<file path="src/rtl/rv32_d_issue_queue.sv">
// In-order decode-to-execute issue queue with an integer/FP register scoreboard.
// The head issues only when none of its used sources or its destination is still pending a writeback.
module rv32_d_issue_queue #(
  parameter int PAYLOAD_W = 256,
  parameter int DEPTH     = 4,
  parameter int FP_EN     = 1
) (
  input  logic                         clk_i,
  input  logic                         rst_n_i,
  input  logic                         flush_i,
  input  logic                         enq_valid_i,
  output logic                         enq_ready_o,
  input  logic [PAYLOAD_W-1:0]         enq_payload_i,
  input  logic                         enq_wr_i,
  input  logic [4:0]                   enq_rd_i,
  input  logic                         enq_rd_fp_i,
  input  logic [14:0]                  enq_rs_i,
  input  logic [2:0]                   enq_rs_used_i,
  input  logic [2:0]                   enq_rs_fp_i,
  output logic                         deq_valid_o,
  input  logic                         deq_ready_i,
  output logic [PAYLOAD_W-1:0]         deq_payload_o,
  input  logic                         wb_valid_i,
  input  logic [4:0]                   wb_rd_i,
  input  logic                         wb_fp_i,
  output logic [$clog2(DEPTH+1)-1:0]   count_o,
  output logic                         hazard_o
);

  localparam int  PW    = $clog2(DEPTH);
  localparam int  CW    = $clog2(DEPTH+1);
  localparam bit  FP_ON = (FP_EN != 0);

  typedef struct packed {
    logic [PAYLOAD_W-1:0] payload;
    logic                 wr;
    logic [4:0]           rd;
    logic                 rd_fp;
    logic [14:0]          rs;
    logic [2:0]           rs_used;
    logic [2:0]           rs_fp;
  } entry_t;

  entry_t          mem_q [DEPTH];
  entry_t          mem_d [DEPTH];
  logic [PW-1:0]   wptr_q, wptr_d, rptr_q, rptr_d;
  logic [CW-1:0]   count_q, count_d;
  logic [31:0]     busy_int_q, busy_int_d, busy_fp_q, busy_fp_d;

  entry_t          head;
  entry_t          enq_entry;
  logic            empty, blocked, enq_fire, deq_fire, wb_f;

  // A register still counts as pending unless a writeback to the same file and index lands this cycle.
  function automatic logic reg_pending(input logic [4:0]  idx,
                                       input logic        fp,
                                       input logic [31:0] b_int,
                                       input logic [31:0] b_fp,
                                       input logic        wb_v,
                                       input logic [4:0]  wb_idx,
                                       input logic        wb_file);
    logic hit;
    hit = fp ? b_fp[idx] : b_int[idx];
    if (wb_v && (wb_idx == idx) && (wb_file == fp)) hit = 1'b0;
    return hit;
  endfunction

  assign empty       = (count_q == '0);
  assign head        = mem_q[rptr_q];
  assign wb_f        = wb_fp_i & FP_ON;
  assign enq_ready_o = (count_q != CW'(DEPTH));
  assign enq_fire    = enq_valid_i & enq_ready_o;
  assign deq_valid_o = ~empty & ~blocked;
  assign deq_fire    = deq_valid_o & deq_ready_i;
  assign hazard_o    = ~empty & blocked;
  assign count_o     = count_q;
  assign deq_payload_o = empty ? '0 : head.payload;

  assign enq_entry = '{payload: enq_payload_i, wr: enq_wr_i, rd: enq_rd_i, rd_fp: enq_rd_fp_i & FP_ON,
                       rs: enq_rs_i, rs_used: enq_rs_used_i, rs_fp: enq_rs_fp_i & {3{FP_ON}}};

  always_comb begin
    // NOTE: every combinational output gets a default before any branch so no latch is inferred.
    blocked = 1'b0;
    for (int i = 0; i < 3; i++) begin
      if (head.rs_used[i] &&
          reg_pending(head.rs[i*5 +: 5], head.rs_fp[i], busy_int_q, busy_fp_q, wb_valid_i, wb_rd_i, wb_f))
        blocked = 1'b1;
    end
    if (head.wr && reg_pending(head.rd, head.rd_fp, busy_int_q, busy_fp_q, wb_valid_i, wb_rd_i, wb_f))
      blocked = 1'b1;
  end

  always_comb begin
    wptr_d  = wptr_q;
    rptr_d  = rptr_q;
    count_d = count_q;
    mem_d   = mem_q;
    if (flush_i) begin
      wptr_d  = '0;
      rptr_d  = '0;
      count_d = '0;
    end else begin
      if (enq_fire) begin
        mem_d[wptr_q] = enq_entry;
        wptr_d        = wptr_q + PW'(1);
      end
      if (deq_fire) rptr_d = rptr_q + PW'(1);
      case ({enq_fire, deq_fire})
        2'b10:   count_d = count_q + CW'(1);
        2'b01:   count_d = count_q - CW'(1);
        default: count_d = count_q;
      endcase
    end
  end

  // Clear first, then set, so an issue and a writeback to the same register leave it busy.
  // A flush cancels the same-cycle issue, so it must not mark a destination busy either.
  always_comb begin
    busy_int_d = busy_int_q;
    busy_fp_d  = busy_fp_q;
    if (wb_valid_i) begin
      if (wb_f) busy_fp_d[wb_rd_i]  = 1'b0;
      else      busy_int_d[wb_rd_i] = 1'b0;
    end
    if (deq_fire && !flush_i && head.wr) begin
      if (head.rd_fp) busy_fp_d[head.rd]  = 1'b1;
      else            busy_int_d[head.rd] = 1'b1;
    end
    busy_int_d[0] = 1'b0;
    if (!FP_ON) busy_fp_d = '0;
  end

  // NOTE: the storage array is reset as well, because the empty-queue payload and head flags must read 0.
  always_ff @(posedge clk_i or negedge rst_n_i) begin
    if (!rst_n_i) begin
      // NOTE: state uses non-blocking assignments so every flop samples pre-edge values.
      mem_q      <= '{default: '0};
      wptr_q     <= '0;
      rptr_q     <= '0;
      count_q    <= '0;
      busy_int_q <= '0;
      busy_fp_q  <= '0;
    end else begin
      mem_q      <= mem_d;
      wptr_q     <= wptr_d;
      rptr_q     <= rptr_d;
      count_q    <= count_d;
      busy_int_q <= busy_int_d;
      busy_fp_q  <= busy_fp_d;
    end
  end

endmodule

</file>
<file path="config.mk">
export PLATFORM = sky130hd
export DESIGN_NAME = rv32_d_issue_queue
export DESIGN_NICKNAME = d
export VERILOG_FILES = /design/src/rtl/rv32_d_issue_queue.sv
export SDC_FILE = /design/constraint.sdc
export NUM_CORES = 2
export LEC_CHECK = 0
export BUFFER_PORTS_ARGS = -buffer_cell sky130_fd_sc_hd__buf_2
export CAP_MARGIN = 20
export CORE_UTILIZATION = 55
export CTS_BUF_LIST = sky130_fd_sc_hd__clkbuf_16
export CTS_CLUSTER_DIAMETER = 150
export CTS_CLUSTER_SIZE = 40
export DETAILED_ROUTE_END_ITERATION = 7
export PLACE_DENSITY = 0.86
export SYNTH_ARGS = -nofsm -noshare
export SYNTH_HDL_FRONTEND = slang
export SYNTH_SLANG_ARGS = --single-unit
</file>
<file path="constraint.sdc">
create_clock -name clk_i -period 6.89 [get_ports clk_i]
set_input_delay 1.378 -clock clk_i [delete_from_list [all_inputs] [get_ports clk_i]]
set_output_delay 1.378 -clock clk_i [all_outputs]
set_load 0.005 [all_outputs]
</file>
==> Yosys cells after proc, flatten, opt, wreduce, memory -nomap -nowiden <==
Index checks and enable logic that the tools add are counted.
{ "word_totals": {"regBits": 1206, "input_bits": 296, "out_inout_bits": 262, "elab_cells": 148} }
{ "classes": {"add_sub_neg": 4, "magnitude_cmp": 10, "eq_ne": 11, "n_mux": 53, "n_bitwise": 14, "reduce_logical": 23} }
{ "op_table": {"columns": ["cell", "n"], "rows": [
  ["$bwmux 1136", 1],
  ["$mux 284", 3],
  ["$bmux 284 s2", 1],
  ["$demux 284 s2", 1],
  ["$mux 256", 1],
  ["$mux 32", 8],
  ["$and 32x32->32", 2],
  ["$or 32x32->32", 2],
  ["$bmux 1 s5", 8],
  ["$not 32->32", 1],
  ["$lt 5x6->1 const B", 5],
  ["$mux 1", 22],
  ["$eq 5x5->1", 4],
  ["$logic_and 1x1->1", 17],
  ["$demux 1 s5", 2],
  ["$ge 5x1->1 const B", 2],
  ["$mux 2", 4],
  ["$ge 3x3->1 const B", 2],
  ["$not 2->3", 2],
  ["$pmux 3 s2", 1],
  ["$add 2x1->2 const B", 2],
  ["$and 1x1->1", 4],
  ["$eq 1x1->1", 4],
  ["$reduce_bool 2->1", 2],
  ["other kinds (12)", 14]
]} }

==> Depth between registers and ports, before layout <==
{ "depth": {"ltp_word": 19, "depth_mapped": 16, "ltp_nobuf": 11} }

==> Least setup slack after synthesis <==
Ideal clock, no wire load.
{ "synth_path": {"path_kind": "register -> output", "from": "register rptr_q[0]", "to": "output port hazard_o", "arrival_ps": 3313, "t_required_ps": 5512, "setup_slack_ps": 2199, "stages_incl_launch_ff": 14, "n_path_buf": 4, "path_cell_list": "dfrtp_1 buf_6 mux4_2 buf_6 mux4_2 mux4_2 nor2b_1 a211o_1 o311ai_1 o311ai_1 nand4b_4 buf_6 buf_4 and2_1"} }
{ "synth_between": {"elab_chain_cells": 14, "word_cells_on_any_way": 53, "classes_between": "eq/ne (8); mux (31); bitwise (2); reduce/logical (12)"} }
{ "synth_lines": {"columns": ["item", "line", "text"], "rows": [
  ["from (decl)", "46", "logic [PW-1:0] wptr_q, wptr_d, rptr_q, rptr_d;"],
  ["from (signal assigned)", "147", "rptr_q <= rptr_d;"],
  ["$not 2->3 (not written as such) *", "69", "assign head = mem_q[rptr_q];"],
  ["$bmux 284 s2 *", "69", null],
  ["$mux 284 (not written as such) * (2 in a row)", "69", null],
  ["$bmux 1 s5 or $eq 5x5->1 (tied branches)", "63, 64", null],
  ["$mux 1 (not written as such) or $logic_and 1x1->1 (tied branches)", "63, 64", null],
  ["$mux 1 or $logic_and 1x1->1 (tied branches)", "63, 64", null],
  ["$mux 1", "64", "if (wb_v && (wb_idx == idx) && (wb_file == fp)) hit = 1'b0;"],
  ["$logic_and 1x1->1", "86", "if (head.rs_used[i] &&"],
  ["$mux 1 (3 in a row)", "86", null],
  ["$mux 1 *", "90", "if (head.wr && reg_pending(head.rd, head.rd_fp, busy_int_q, busy_fp_q, wb_valid_i, wb_rd_i, wb_f))"],
  ["$and 1x1->1 *", "75", "assign hazard_o = ~empty & blocked;"],
  ["to (decl)", "27", "output logic hazard_o"]
]} }
Mark *: on every way between the ends. The rest lies on a longest branch, timed or not. The select of a mux whose other input is x is not followed.

==> Worst setup path after layout <==
Same ends and word-level chain as after synthesis.

==> reports/qor.yml <==
setup_path:
  reg2reg_depth: 12
  worstSetupStartpointType: "flip-flop"
  worstPathArrival_ns: 4.75
  ff2ff_setup_slack_ns: 2.00
  timing.rr.end: "count_o[2]"
  required_ns: 5.51
  end_kind: "output pin"
  r2r_start: "rptr_q[0]"
  critPathKind: "reg -> out"
  critPathMaxFanout: 26
floorplan:
  start_util: 0.5583
  chipWidth_um: 321.8
  io_pins: 558
  rows: 116
  die_h_um: 321.8
  core_um2: 100700
  dieArea_um2: 103500
yosys:
  synth_top_area_share: 0.5366
  synth_ff_type: "dfrtp_1"
  syn_area_per_cell_um2: 15.32
  synthTopCellsByCount: "dfrtp_1 (1206), mux2_2 (1152), mux4_2 (302)"
  synth_enable_flop_cells: 0
  seq_area_frac_synth: 0.5366
  synth_area_um2: 56240
  ys_types: 57
  synth-warning-count: 0
  synthArstFlopShare: 1.000
  synth_cells: 3672
  yosys.area.top_type: "dfrtp_1"
  yosysMostFrequentCell: "dfrtp_1"
  synth_area_leaders: "dfrtp_1 (54%), mux2_2 (23%), mux4_2 (12%)"
  syn-num-nets: 3973
  synth-seq-cells: 1206
cts:
  cts_setup_buffers: 0
  cts_resized: 0
  htree_num_levels: 2
  ctsLongestPathBuffers: 3
  clock-sinks: 1206
  clk_latency_ns: 0.66
  ctsHoldBuffers: 0
  clk_pin_slew_ns: 0.14
  cts_buffers: 36
  cts_tree: "built"
  root_buffer: "clkbuf_16"
global_route:
  grt_pass1_wl_mm: 204.2
  use_met2: 0.4010
  grt_max_degree: 151
  grt_pass1_vias: 35140
  track_usage: 0.2516
  met3_usage: 0.06332
  met1_usage: 0.3372
  overflow: 0
  antenna_found_initial: 53
  grt_busiest_layer: "met2"
sta:
  finalSetupTns_ns: 0
  skew_ns: 0.02643
  max_slew_margin: 0.2632
  hold_viol_final: 0
  tightest_slew_ns: 1.105
  fin_crit_sh: 0.8889
  drv_slew: 0
  timing.fmax_ghz: 0.1633
  period_needed_ns: 6.124
  report.final.setup_viol: 0
  rsz0062_at_grt: "false"
placement:
  dp_hpwl_mm: 85.18
  gp_congestion: 0.9691
  port_buffers: 557
  place_area_um2: 60210
detailed_routing:
  vias: 33430
  drt_first_pass_iters: 5
  ant_nets: 0
  drcViolationCount: 0
  via_per_inst: 6.160
  drtIter0Drc: 2707
  wl_mm: 130.8
  routedWlPerCell_um: 24.10
status:
  status: "finished clean"
pwr:
  peakVddDrop_v: 0.0004798
  p_per_area_nw_per_um2: 431.0
  p_comb_frac: 0.432
  seq_power_share: 0.452
  netSwitchingPower_mw: 8.926
  swShare: 0.3380
  intPower_mw: 17.48
  power.leakage_nw: 27.26
  clockPowerShare: 0.117
min_path:
  whs_endpoint: "mem_q[493]"
  hold_start: "mem_q[493]"
  hold_class: "reg -> reg"
  whs_path_depth: 1
final_layout:
  final_core_util: 0.6083
  drive_gt1_frac: 0.5230
  area.growth.synth_to_final_pct: 8.955
  fin_nets: 4335
  design_area_um2: 61280
  fill_cells: 7434
run:
  max-cap-violations: 0
## final cells by class
cell class                      count  area [um2]  share of cell area
Sequential cell                  1206       30190              0.4926
Multi-Input combinational cell   2184       24960              0.4073
Timing Repair Buffer              601        3353             0.05472
Tap cell                         1357        1698             0.02771
Clock buffer                       37       925.9             0.01511
Antenna cell                       32       80.08            0.001307
Clock inverter                      5       57.56           0.0009393
Inverter                            5       18.77           0.0003063
## worst max-delay path by stage
stage / startpoint / to / slack, ns / cells after the start
floorplan: rptr_q[0] / hazard_o / 2.20 / 13
detailed placement: rptr_q[0] / hazard_o / 1.47 / 10
global placement: rptr_q[0] / hazard_o / 1.48 / 10
CTS: rptr_q[0] / hazard_o / 0.71 / 10
finish: rptr_q[0] / hazard_o / 0.77 / 10
global route: rptr_q[0] / hazard_o / 0.42 / 11
## critical path: stages, from the launching register on
cell and delay [ns]:
dfrtp_4 0.83, mux4_2 0.87, mux4_2 0.52, mux4_2 0.49, nor2b_1 0.15, a211o_1 0.23, o311ai_1 0.11, o311ai_1 0.30
nand4b_4 0.29, and2_1 0.18, buf_2 0.12
## cell families (layout without fill, tap and decap cells)
group | after synthesis | count (layout) | share of synthesized area
mux | 1571 | 1571 | 0.3724
compound gates | 185 | 185 | 0.02345
other cells | 0 | 32 | 0
flops | 1206 | 1206 | 0.5366
buf+inv | 282 | 648 | 0.02020
fa+ha+maj | 5 | 5 | 0.001246
xor+xnor | 27 | 27 | 0.004205
simple gates | 396 | 396 | 0.04185
## sequential cells by signal (all words and copies together), names as in the netlist
| register | flops |
|---|---|
| wptr_q | 2 |
| count_o | 3 |
| busy_int_q | 31 |
| rptr_q | 2 |
| busy_fp_q | 32 |
| mem_q | 1136 |
## stage by stage
step / setup WS, ns / power, mW / hold WS, ns / std cells
2_1_floorplan: 2.199 / 19.74 / 0.4741 / 3672
3_3_place_gp: 1.482 / 22.93 / 0.4813 / 5353
5_1_grt: 0.4212 / 27.93 / 0.5216 / 5425
4_1_cts: 0.7087 / 26.52 / 0.5169 / 5395
3_5_place_dp: 1.470 / 23.47 / 0.4882 / 5353
6_report: 0.7656 / 26.41 / 0.5143 / 5427
## cell usage in the layout (no fill, tap or decap), types with 6 or more instances in the layout
master / instances
a211oi_1: 7
a22oi_1: 8
and2_1: 261
buf_12: 18
buf_2: 556
buf_4: 26
clkbuf_16: 37
dfrtp_1: 1204
diode_2: 32
inv_1: 6
mux2_2: 1152
mux2i_1: 117
mux4_2: 302
nand2_1: 30
nand3_1: 20
nand3b_1: 8
nand4_1: 7
nor2_1: 26
nor2b_1: 15
o21ai_0: 71
o41ai_1: 63
xnor2_1: 24
## power groups by stage
stage / registers (mW) / clock network, mW / logic (mW)
6_report: 11.9 / 3.08 / 11.4
5_1_grt: 12.3 / 3.37 / 12.3
4_1_cts: 11.9 / 3.17 / 11.5
3_5_place_dp: 12.0 / 0 / 11.4
3_3_place_gp: 11.8 / 0 / 11.1
2_1_floorplan: 11.4 / 0 / 8.39
## layer usage
layer  vias to the layer above  share of wire
met1                     17770           0.41
met4                        34          0.033
met2                      1066           0.48
met3                       231          0.077
li1                      14330              -
met5                         -         0.0016
Note: power is estimated with default switching activity, not from simulation.
